$ cat config.mk
export PLATFORM = sky130hd
export DESIGN_NAME = sic_dispatcher_flat
export DESIGN_NICKNAME = d
export VERILOG_FILES = /design/src/rtl/sic_dispatcher_if.sv /design/src/rtl/sic_dispatcher.sv /design/src/flat_wrapper.sv
export SDC_FILE = /design/constraint.sdc
export NUM_CORES = 1
export LEC_CHECK = 0
export CORE_MARGIN = 5
export CORE_UTILIZATION = 50
export DETAILED_ROUTE_END_ITERATION = 6
export PLACE_DENSITY = 0.8
export SLEW_MARGIN = 10
export SYNTH_ARGS = -nofsm -noshare
export SYNTH_HDL_FRONTEND = slang
export SYNTH_SLANG_ARGS = --single-unit
$ cat constraint.sdc
create_clock -name clk -period 3.65 [get_ports clk]
set_input_delay 0.5475 -clock clk [delete_from_list [all_inputs] [get_ports clk]]
set_output_delay 0.5475 -clock clk [all_outputs]
set_load 0.02 [all_outputs]
$ cat src/rtl/sic_dispatcher_if.sv
// Dispatcher bus bundle: upstream push handshake, flush, and the per-SIC
// request/packet lanes plus trace outputs.
interface sic_dispatcher_if #(
  parameter int NUM_SICS     = 4,
  parameter int NUM_PHY_REGS = 64,
  parameter int ID_WIDTH     = 8,
  parameter int NUM_ECRS     = 4,
  parameter int DEPTH        = 4
);
  localparam int PRW  = $clog2(NUM_PHY_REGS);
  localparam int ECRW = (NUM_ECRS > 1) ? $clog2(NUM_ECRS) : 1;
  localparam int SW   = (NUM_SICS > 1) ? $clog2(NUM_SICS) : 1;
  localparam int CW   = $clog2(DEPTH) + 1;

  typedef struct packed {
    logic                valid;
    logic [7:0]          opcode;
    logic [ID_WIDTH-1:0] id;
    logic [PRW-1:0]      prd;
    logic [PRW-1:0]      prs1;
    logic [PRW-1:0]      prs2;
    logic [ECRW-1:0]     ecr;
    logic [31:0]         imm;
  } pkt_t;

  logic                     in_valid;
  logic                     in_ready;
  pkt_t                     in_pkt;
  logic                     flush;
  logic [NUM_SICS-1:0]      sic_req_instr;
  pkt_t [NUM_SICS-1:0]      sic_pkt;
  logic                     disp_valid;
  logic [SW-1:0]            disp_sic;
  logic [CW-1:0]            count;

  modport master (output in_valid, in_pkt, flush, sic_req_instr,
                  input  in_ready, sic_pkt, disp_valid, disp_sic, count);
  modport slave  (input  in_valid, in_pkt, flush, sic_req_instr,
                  output in_ready, sic_pkt, disp_valid, disp_sic, count);
endinterface

$ cat src/rtl/sic_dispatcher.sv
// In-order dispatch FIFO feeding an array of SICs; round-robin pick among idle
// SICs, registered one-cycle valid pulse per dispatch, whole-buffer flush.
module sic_disp_lane #(
  parameter int SW    = 2,
  parameter int IDX   = 0,
  parameter int PLD_W = 8
) (
  input  logic             clk,
  input  logic             rst_n,
  input  logic             grant_i,
  input  logic             req_i,
  input  logic             out_v_i,
  input  logic             flush_i,
  input  logic [SW-1:0]    tgt_i,
  input  logic [PLD_W-1:0] pld_i,
  output logic             elig_o,
  output logic [PLD_W:0]   pkt_o
);
  logic [1:0] cool_q, cool_d;

  // Two cycles of blackout: one while the packet is on the bus, one while
  // the SIC's req_instr may still read stale-high.
  always_comb begin
    cool_d = cool_q;
    if (grant_i)               cool_d = 2'd2;
    else if (cool_q != 2'd0)   cool_d = cool_q - 2'd1;
  end

  always_ff @(posedge clk or negedge rst_n)
    if (!rst_n) cool_q <= 2'd0;
    else        cool_q <= cool_d;

  assign elig_o = req_i && (cool_q == 2'd0);
  assign pkt_o  = (out_v_i && tgt_i == SW'(IDX)) ? {!flush_i, pld_i} : '0;
endmodule

module sic_dispatcher #(
  parameter int NUM_SICS     = 4,
  parameter int NUM_PHY_REGS = 64,
  parameter int ID_WIDTH     = 8,
  parameter int NUM_ECRS     = 4,
  parameter int DEPTH        = 4
) (
  input logic             clk,
  input logic             rst_n,
  sic_dispatcher_if.slave bus
);
  localparam int PRW  = $clog2(NUM_PHY_REGS);
  localparam int ECRW = (NUM_ECRS > 1) ? $clog2(NUM_ECRS) : 1;
  localparam int SW   = (NUM_SICS > 1) ? $clog2(NUM_SICS) : 1;
  localparam int PW   = $clog2(DEPTH);
  localparam int CW   = PW + 1;

  typedef struct packed {
    logic                valid;
    logic [7:0]          opcode;
    logic [ID_WIDTH-1:0] id;
    logic [PRW-1:0]      prd;
    logic [PRW-1:0]      prs1;
    logic [PRW-1:0]      prs2;
    logic [ECRW-1:0]     ecr;
    logic [31:0]         imm;
  } pkt_t;
  localparam int PKT_W = $bits(pkt_t);

  pkt_t                             in_pkt;
  logic                             unused_valid;
  logic [PKT_W-2:0]                 mem_q [DEPTH];
  logic [PW-1:0]                    wr_ptr_q, rd_ptr_q;
  logic [CW-1:0]                    count_q;
  logic [SW-1:0]                    rr_q, rr_d, tgt_q, sel, sel_hi, sel_lo;
  logic                             out_v_q;
  logic [PKT_W-2:0]                 out_pld_q;
  logic [NUM_SICS-1:0]              elig;
  logic [NUM_SICS-1:0][PKT_W-1:0]   lane_pkt;
  logic                             in_ready, push, head_ok, found_hi, found_lo, grant;

  // The upstream valid field is payload-only; the handshake is in_valid.
  assign in_pkt       = bus.in_pkt;
  assign unused_valid = in_pkt.valid;

  assign in_ready = (count_q != CW'(DEPTH));
  assign push     = bus.in_valid && in_ready && !bus.flush;
  assign head_ok  = (count_q != '0) && !bus.flush;

  // Round-robin: lowest eligible index at/above rr_q, else lowest below it.
  always_comb begin
    found_hi = 1'b0;
    found_lo = 1'b0;
    sel_hi   = '0;
    sel_lo   = '0;
    for (int i = NUM_SICS - 1; i >= 0; i--) begin
      if (elig[i]) begin
        if (SW'(i) >= rr_q) begin
          sel_hi   = SW'(i);
          found_hi = 1'b1;
        end else begin
          sel_lo   = SW'(i);
          found_lo = 1'b1;
        end
      end
    end
  end

  assign sel   = found_hi ? sel_hi : sel_lo;
  assign grant = head_ok && (found_hi || found_lo);
  assign rr_d  = (int'(sel) == NUM_SICS - 1) ? '0 : sel + SW'(1);

  always_ff @(posedge clk)
    if (push) mem_q[wr_ptr_q] <= in_pkt[PKT_W-2:0];

  always_ff @(posedge clk or negedge rst_n) begin
    if (!rst_n) begin
      wr_ptr_q  <= '0;
      rd_ptr_q  <= '0;
      count_q   <= '0;
      rr_q      <= '0;
      tgt_q     <= '0;
      out_v_q   <= 1'b0;
      out_pld_q <= '0;
    end else if (bus.flush) begin
      wr_ptr_q <= '0;
      rd_ptr_q <= '0;
      count_q  <= '0;
      out_v_q  <= 1'b0;
    end else begin
      if (push) wr_ptr_q <= wr_ptr_q + PW'(1);
      if (grant) begin
        rd_ptr_q  <= rd_ptr_q + PW'(1);
        out_pld_q <= mem_q[rd_ptr_q];
        tgt_q     <= sel;
        rr_q      <= rr_d;
      end
      out_v_q <= grant;
      case ({push, grant})
        2'b10:   count_q <= count_q + CW'(1);
        2'b01:   count_q <= count_q - CW'(1);
        default: count_q <= count_q;
      endcase
    end
  end

  for (genvar i = 0; i < NUM_SICS; i++) begin : g_lane
    sic_disp_lane #(.SW(SW), .IDX(i), .PLD_W(PKT_W-1)) u_lane (
      .clk     (clk),
      .rst_n   (rst_n),
      .grant_i (grant && (sel == SW'(i))),
      .req_i   (bus.sic_req_instr[i]),
      .out_v_i (out_v_q),
      .flush_i (bus.flush),
      .tgt_i   (tgt_q),
      .pld_i   (out_pld_q),
      .elig_o  (elig[i]),
      .pkt_o   (lane_pkt[i])
    );
    assign bus.sic_pkt[i] = lane_pkt[i];
  end

  assign bus.in_ready   = in_ready;
  assign bus.disp_valid = out_v_q && !bus.flush;
  assign bus.disp_sic   = bus.disp_valid ? tgt_q : '0;
  assign bus.count      = count_q;
endmodule

$ cat src/flat_wrapper.sv
// flat-port wrapper written by rule: the top's interface ports become plain ports
module sic_dispatcher_flat 
#(
  parameter int NUM_SICS     = 4,
  parameter int NUM_PHY_REGS = 64,
  parameter int ID_WIDTH     = 8,
  parameter int NUM_ECRS     = 4,
  parameter int DEPTH        = 4
)
  (clk, rst_n, bus_in_valid, bus_in_pkt, bus_flush, bus_sic_req_instr, bus_in_ready, bus_sic_pkt, bus_disp_valid, bus_disp_sic, bus_count);
  sic_dispatcher_if #(.NUM_SICS(NUM_SICS), .NUM_PHY_REGS(NUM_PHY_REGS), .ID_WIDTH(ID_WIDTH), .NUM_ECRS(NUM_ECRS), .DEPTH(DEPTH)) bus_i ();
  input logic clk;
  input logic rst_n;
  input wire logic [$bits(bus_i.in_valid)-1:0] bus_in_valid;
  input wire logic [$bits(bus_i.in_pkt)-1:0] bus_in_pkt;
  input wire logic [$bits(bus_i.flush)-1:0] bus_flush;
  input wire logic [$bits(bus_i.sic_req_instr)-1:0] bus_sic_req_instr;
  output wire logic [$bits(bus_i.in_ready)-1:0] bus_in_ready;
  output wire logic [$bits(bus_i.sic_pkt)-1:0] bus_sic_pkt;
  output wire logic [$bits(bus_i.disp_valid)-1:0] bus_disp_valid;
  output wire logic [$bits(bus_i.disp_sic)-1:0] bus_disp_sic;
  output wire logic [$bits(bus_i.count)-1:0] bus_count;
  assign bus_i.in_valid = bus_in_valid;
  assign bus_i.in_pkt = bus_in_pkt;
  assign bus_i.flush = bus_flush;
  assign bus_i.sic_req_instr = bus_sic_req_instr;
  assign bus_in_ready = bus_i.in_ready;
  assign bus_sic_pkt = bus_i.sic_pkt;
  assign bus_disp_valid = bus_i.disp_valid;
  assign bus_disp_sic = bus_i.disp_sic;
  assign bus_count = bus_i.count;
  sic_dispatcher #(.NUM_SICS(NUM_SICS), .NUM_PHY_REGS(NUM_PHY_REGS), .ID_WIDTH(ID_WIDTH), .NUM_ECRS(NUM_ECRS), .DEPTH(DEPTH)) u_core (.clk(clk), .rst_n(rst_n), .bus(bus_i));
endmodule
==> results.json <==
{
  "cts_made_buffers": 37,
  "clkPwrFrac_pct": 30.1,
  "clk_latency_ns": 0.51,
  "drive_gt1_share_pct": 17.7,
  "rsz0062_at_grt": "false",
  "io_buffers": 358,
  "reg2reg_slack_ns": 1.27,
  "power.density_nw_per_um2": 594,
  "syn_nets": 1034,
  "routed_wl_um": 36600,
  "fmax_ghz": 0.300,
  "synth_warnings": 0,
  "r2r-start": "u_core.g_lane[1].u_lane.cool_q[0]",
  "r2r_cells": 9,
  "grt_max_degree": 90,
  "drt_iter0_drc": 588,
  "die_area_um2": 34600,
  "crit_arrival_ns": 2.79,
  "r2r-end": "u_core.g_lane[2].u_lane.cool_q[1]",
  "hold_buffers": 0,
  "postRouteAntennaNets": 0,
  "synth-seq-cells": 360,
  "crit_type": "reg -> out",
  "p_leak_nw": 7.36,
  "avgRoutedWirePerCell_um": 21.2,
  "max_cap_violations": 0,
  "synth.avg_cell_area_um2": 16.4,
  "setup-tns-final_ns": 0,
  "cp_max_fo": 37,
  "clk_path_buf_depth": 3,
  "cts-root-buf": "clkbuf_16",
  "num_rows": 64,
  "start_util_pct": 50.7,
  "p_int_w": 0.00888,
  "dr.pass1.iters": 4,
  "grt_pass1_vias": 9934,
  "syn_area_um2": 15500,
  "core_um2": 30600,
  "die_x_um": 186,
  "dp_hpwl_um": 23400,
  "yosys.cell_types.count": 40,
  "post_dp_cell_area_um2": 19600,
  "cts.repair.resized": 0,
  "clk_transition_reported_paths_ns": 0.06,
  "avgViaCountPerCell": 5.33,
  "ios": 360,
  "antenna_found_initial": 5,
  "drc": 0,
  "area_delta_synth_final_pct": 34.2,
  "combPwrFrac_pct": 23.3,
  "setup_viol": 0,
  "cts_sinks": 360,
  "worst_slew_pin_slew_ns": 1.08,
  "synth_top_flop_cell": "edfxtp_1",
  "post_cts_buffers": 0,
  "overflow": 0,
  "finalMaxSlewViolations": 0,
  "finalCritPeriodShare_pct": 91.4,
  "utilization_pct": 68.1,
  "setup.worst_path.end_class": "primary output",
  "yosysSeqAreaShare_pct": 66.9,
  "status": "finished clean",
  "cts_tree": "done",
  "skew_ns": 0.0175,
  "finalNetCount": 1394,
  "peakVddDrop_mv": 0.425,
  "min_period_ns": 3.33,
  "syn_inst": 944,
  "slew_headroom_pct": 28.0,
  "seqPwrFrac_pct": 46.6,
  "place.gp.congestion": 0.765,
  "design_area_um2": 20800,
  "grt_pass1_wl_um": 56600,
  "swShare_pct": 28.2,
  "switching_power_w": 0.00348,
  "cts_max_level": 2,
  "hold_viol": 0,
  "hold_class": "in -> async",
  "start_kind": "flip-flop",
  "fp.dieH_um": 186,
  "synthArstFlopShare_pct": 24.4,
  "synth-edff-count": 272,
  "grt_usage_pct": 21.1,
  "vias": 9228,
  "cp.required_ns": 3.10
}
[metal layers]
metal / wire length (µm) / share of wire (%) / track usage (%)
met5: 34 / 0.093 / 0
met4: 610 / 1.7 / 4.55
met3: 2220 / 6.1 / 5.00
met2: 19400 / 53 / 38.1
met1: 14400 / 39 / 26.2
[synth_stat cells (2+ instances only)]
cell      count  area [µm²]
a21o_1        3        22.5
a21oi_1       7        35.0
a221o_1       2        20.0
and2_1      279        1750
and3_1        3        18.8
buf_2         9        45.0
buf_4         2        15.0
buf_6         7        78.8
clkbuf_1     39         146
dfrtp_1      88        2200
edfxtp_1    272        8170
ha_1         12         150
inv_1        15        56.3
mux2_2       74         833
mux2i_1       6        60.1
mux4_2       68        1530
nand2_1       9        33.8
nand3_1       5        25.0
nor2_1       10        37.5
nor2b_1       7        43.8
nor3_1        2        10.0
o21ai_0       2        10.0
xor2_1        6        52.6
[per-stage QoR]
stage / hold slack, ns / instances / power, W / setup slack (ns)
after floorplan: 0.252 / 944 / 0.00758 / 0.349
after global placement: 0.499 / 1661 / 0.00860 / 0.815
after detailed placement: 0.508 / 1661 / 0.00875 / 0.798
after CTS: 0.161 / 1729 / 0.0125 / 0.271
after global routing: 0.193 / 1730 / 0.0130 / 0.164
final: 0.124 / 1730 / 0.0124 / 0.315
[worst max-delay path: stages (launching register included)]
cell             delay (ns)
dfrtp_1                0.50
and3_2                 0.70
buf_12                 0.29
and2_1                 0.16
clkdlybuf4s50_1        0.61
[power groups by stage]
stage | clock network [W] | registers [W] | logic, W
finish | 0.00372 | 0.00577 | 0.00288
global route | 0.00399 | 0.00589 | 0.00313
CTS | 0.00380 | 0.00578 | 0.00293
detailed placement | 0 | 0.00585 | 0.00290
global placement | 0 | 0.00579 | 0.00281
floorplan | 0 | 0.00551 | 0.00207
[worst max-delay path by stage]
stage | startpoint | endpoint | slack (ns) | depth (start not counted)
after floorplan | u_core.bus.count[2] | u_core.mem_q[0][0] | 0.35 | 5
final | u_core.tgt_q[0] | bus_sic_pkt[207] | 0.32 | 4
after global routing | u_core.tgt_q[0] | bus_sic_pkt[207] | 0.16 | 4
after CTS | u_core.tgt_q[0] | bus_sic_pkt[207] | 0.27 | 4
after detailed placement | bus_in_valid | u_core.mem_q[3][29] | 0.80 | 5
after global placement | bus_in_valid | u_core.mem_q[3][37] | 0.82 | 5
[registers in the layout (all words and copies together), names as in the netlist]
register	cells
u_core.g_lane.u_lane.cool_q	8
u_core.rr_q	2
u_core.wr_ptr_q	2
u_core.out_v_q	1
u_core.mem_q	272
u_core.out_pld_q	68
u_core.bus.count	3
u_core.tgt_q	2
u_core.rd_ptr_q	2
[kinds of logic (layout without fill, tap and decap cells)]
family | after synthesis | count (layout) | share of synthesized area [%]
flip-flops | 360 | 360 | 66.9
AND/OR/NAND/NOR | 322 | 322 | 12.7
multiplexers | 148 | 148 | 15.6
buffers and inverters | 73 | 462 | 2.23
AO/OA/AOI/OAI | 21 | 21 | 1.11
adder cells (fa/ha/maj) | 13 | 13 | 1.10
XOR/XNOR | 7 | 7 | 0.395
other | 0 | 1 | 0
[layout make-up]
type                            instances  area, µm²
Sequential cell                       360      10400
Fill cell                            2061       9770
Multi-Input combinational cell        511       4820
Timing Repair Buffer                  379       3850
Clock buffer                           52       1050
Tap cell                              396        495
Clock inverter                         16        164
Inverter                               15       56.3
Antenna cell                            1       2.50
[layout by cell type (no fill, tap or decap), types with 10 or more instances in the layout]
cell	netlist	routed
and2_1	279	275
buf_4	2	13
clkbuf_1	39	10
clkbuf_16	0	39
clkdlybuf4s50_1	0	357
dfrtp_1	88	86
edfxtp_1	272	272
ha_1	12	12
inv_1	15	15
mux2_2	74	74
mux4_2	68	68
Power figures use the tool's default switching activity.
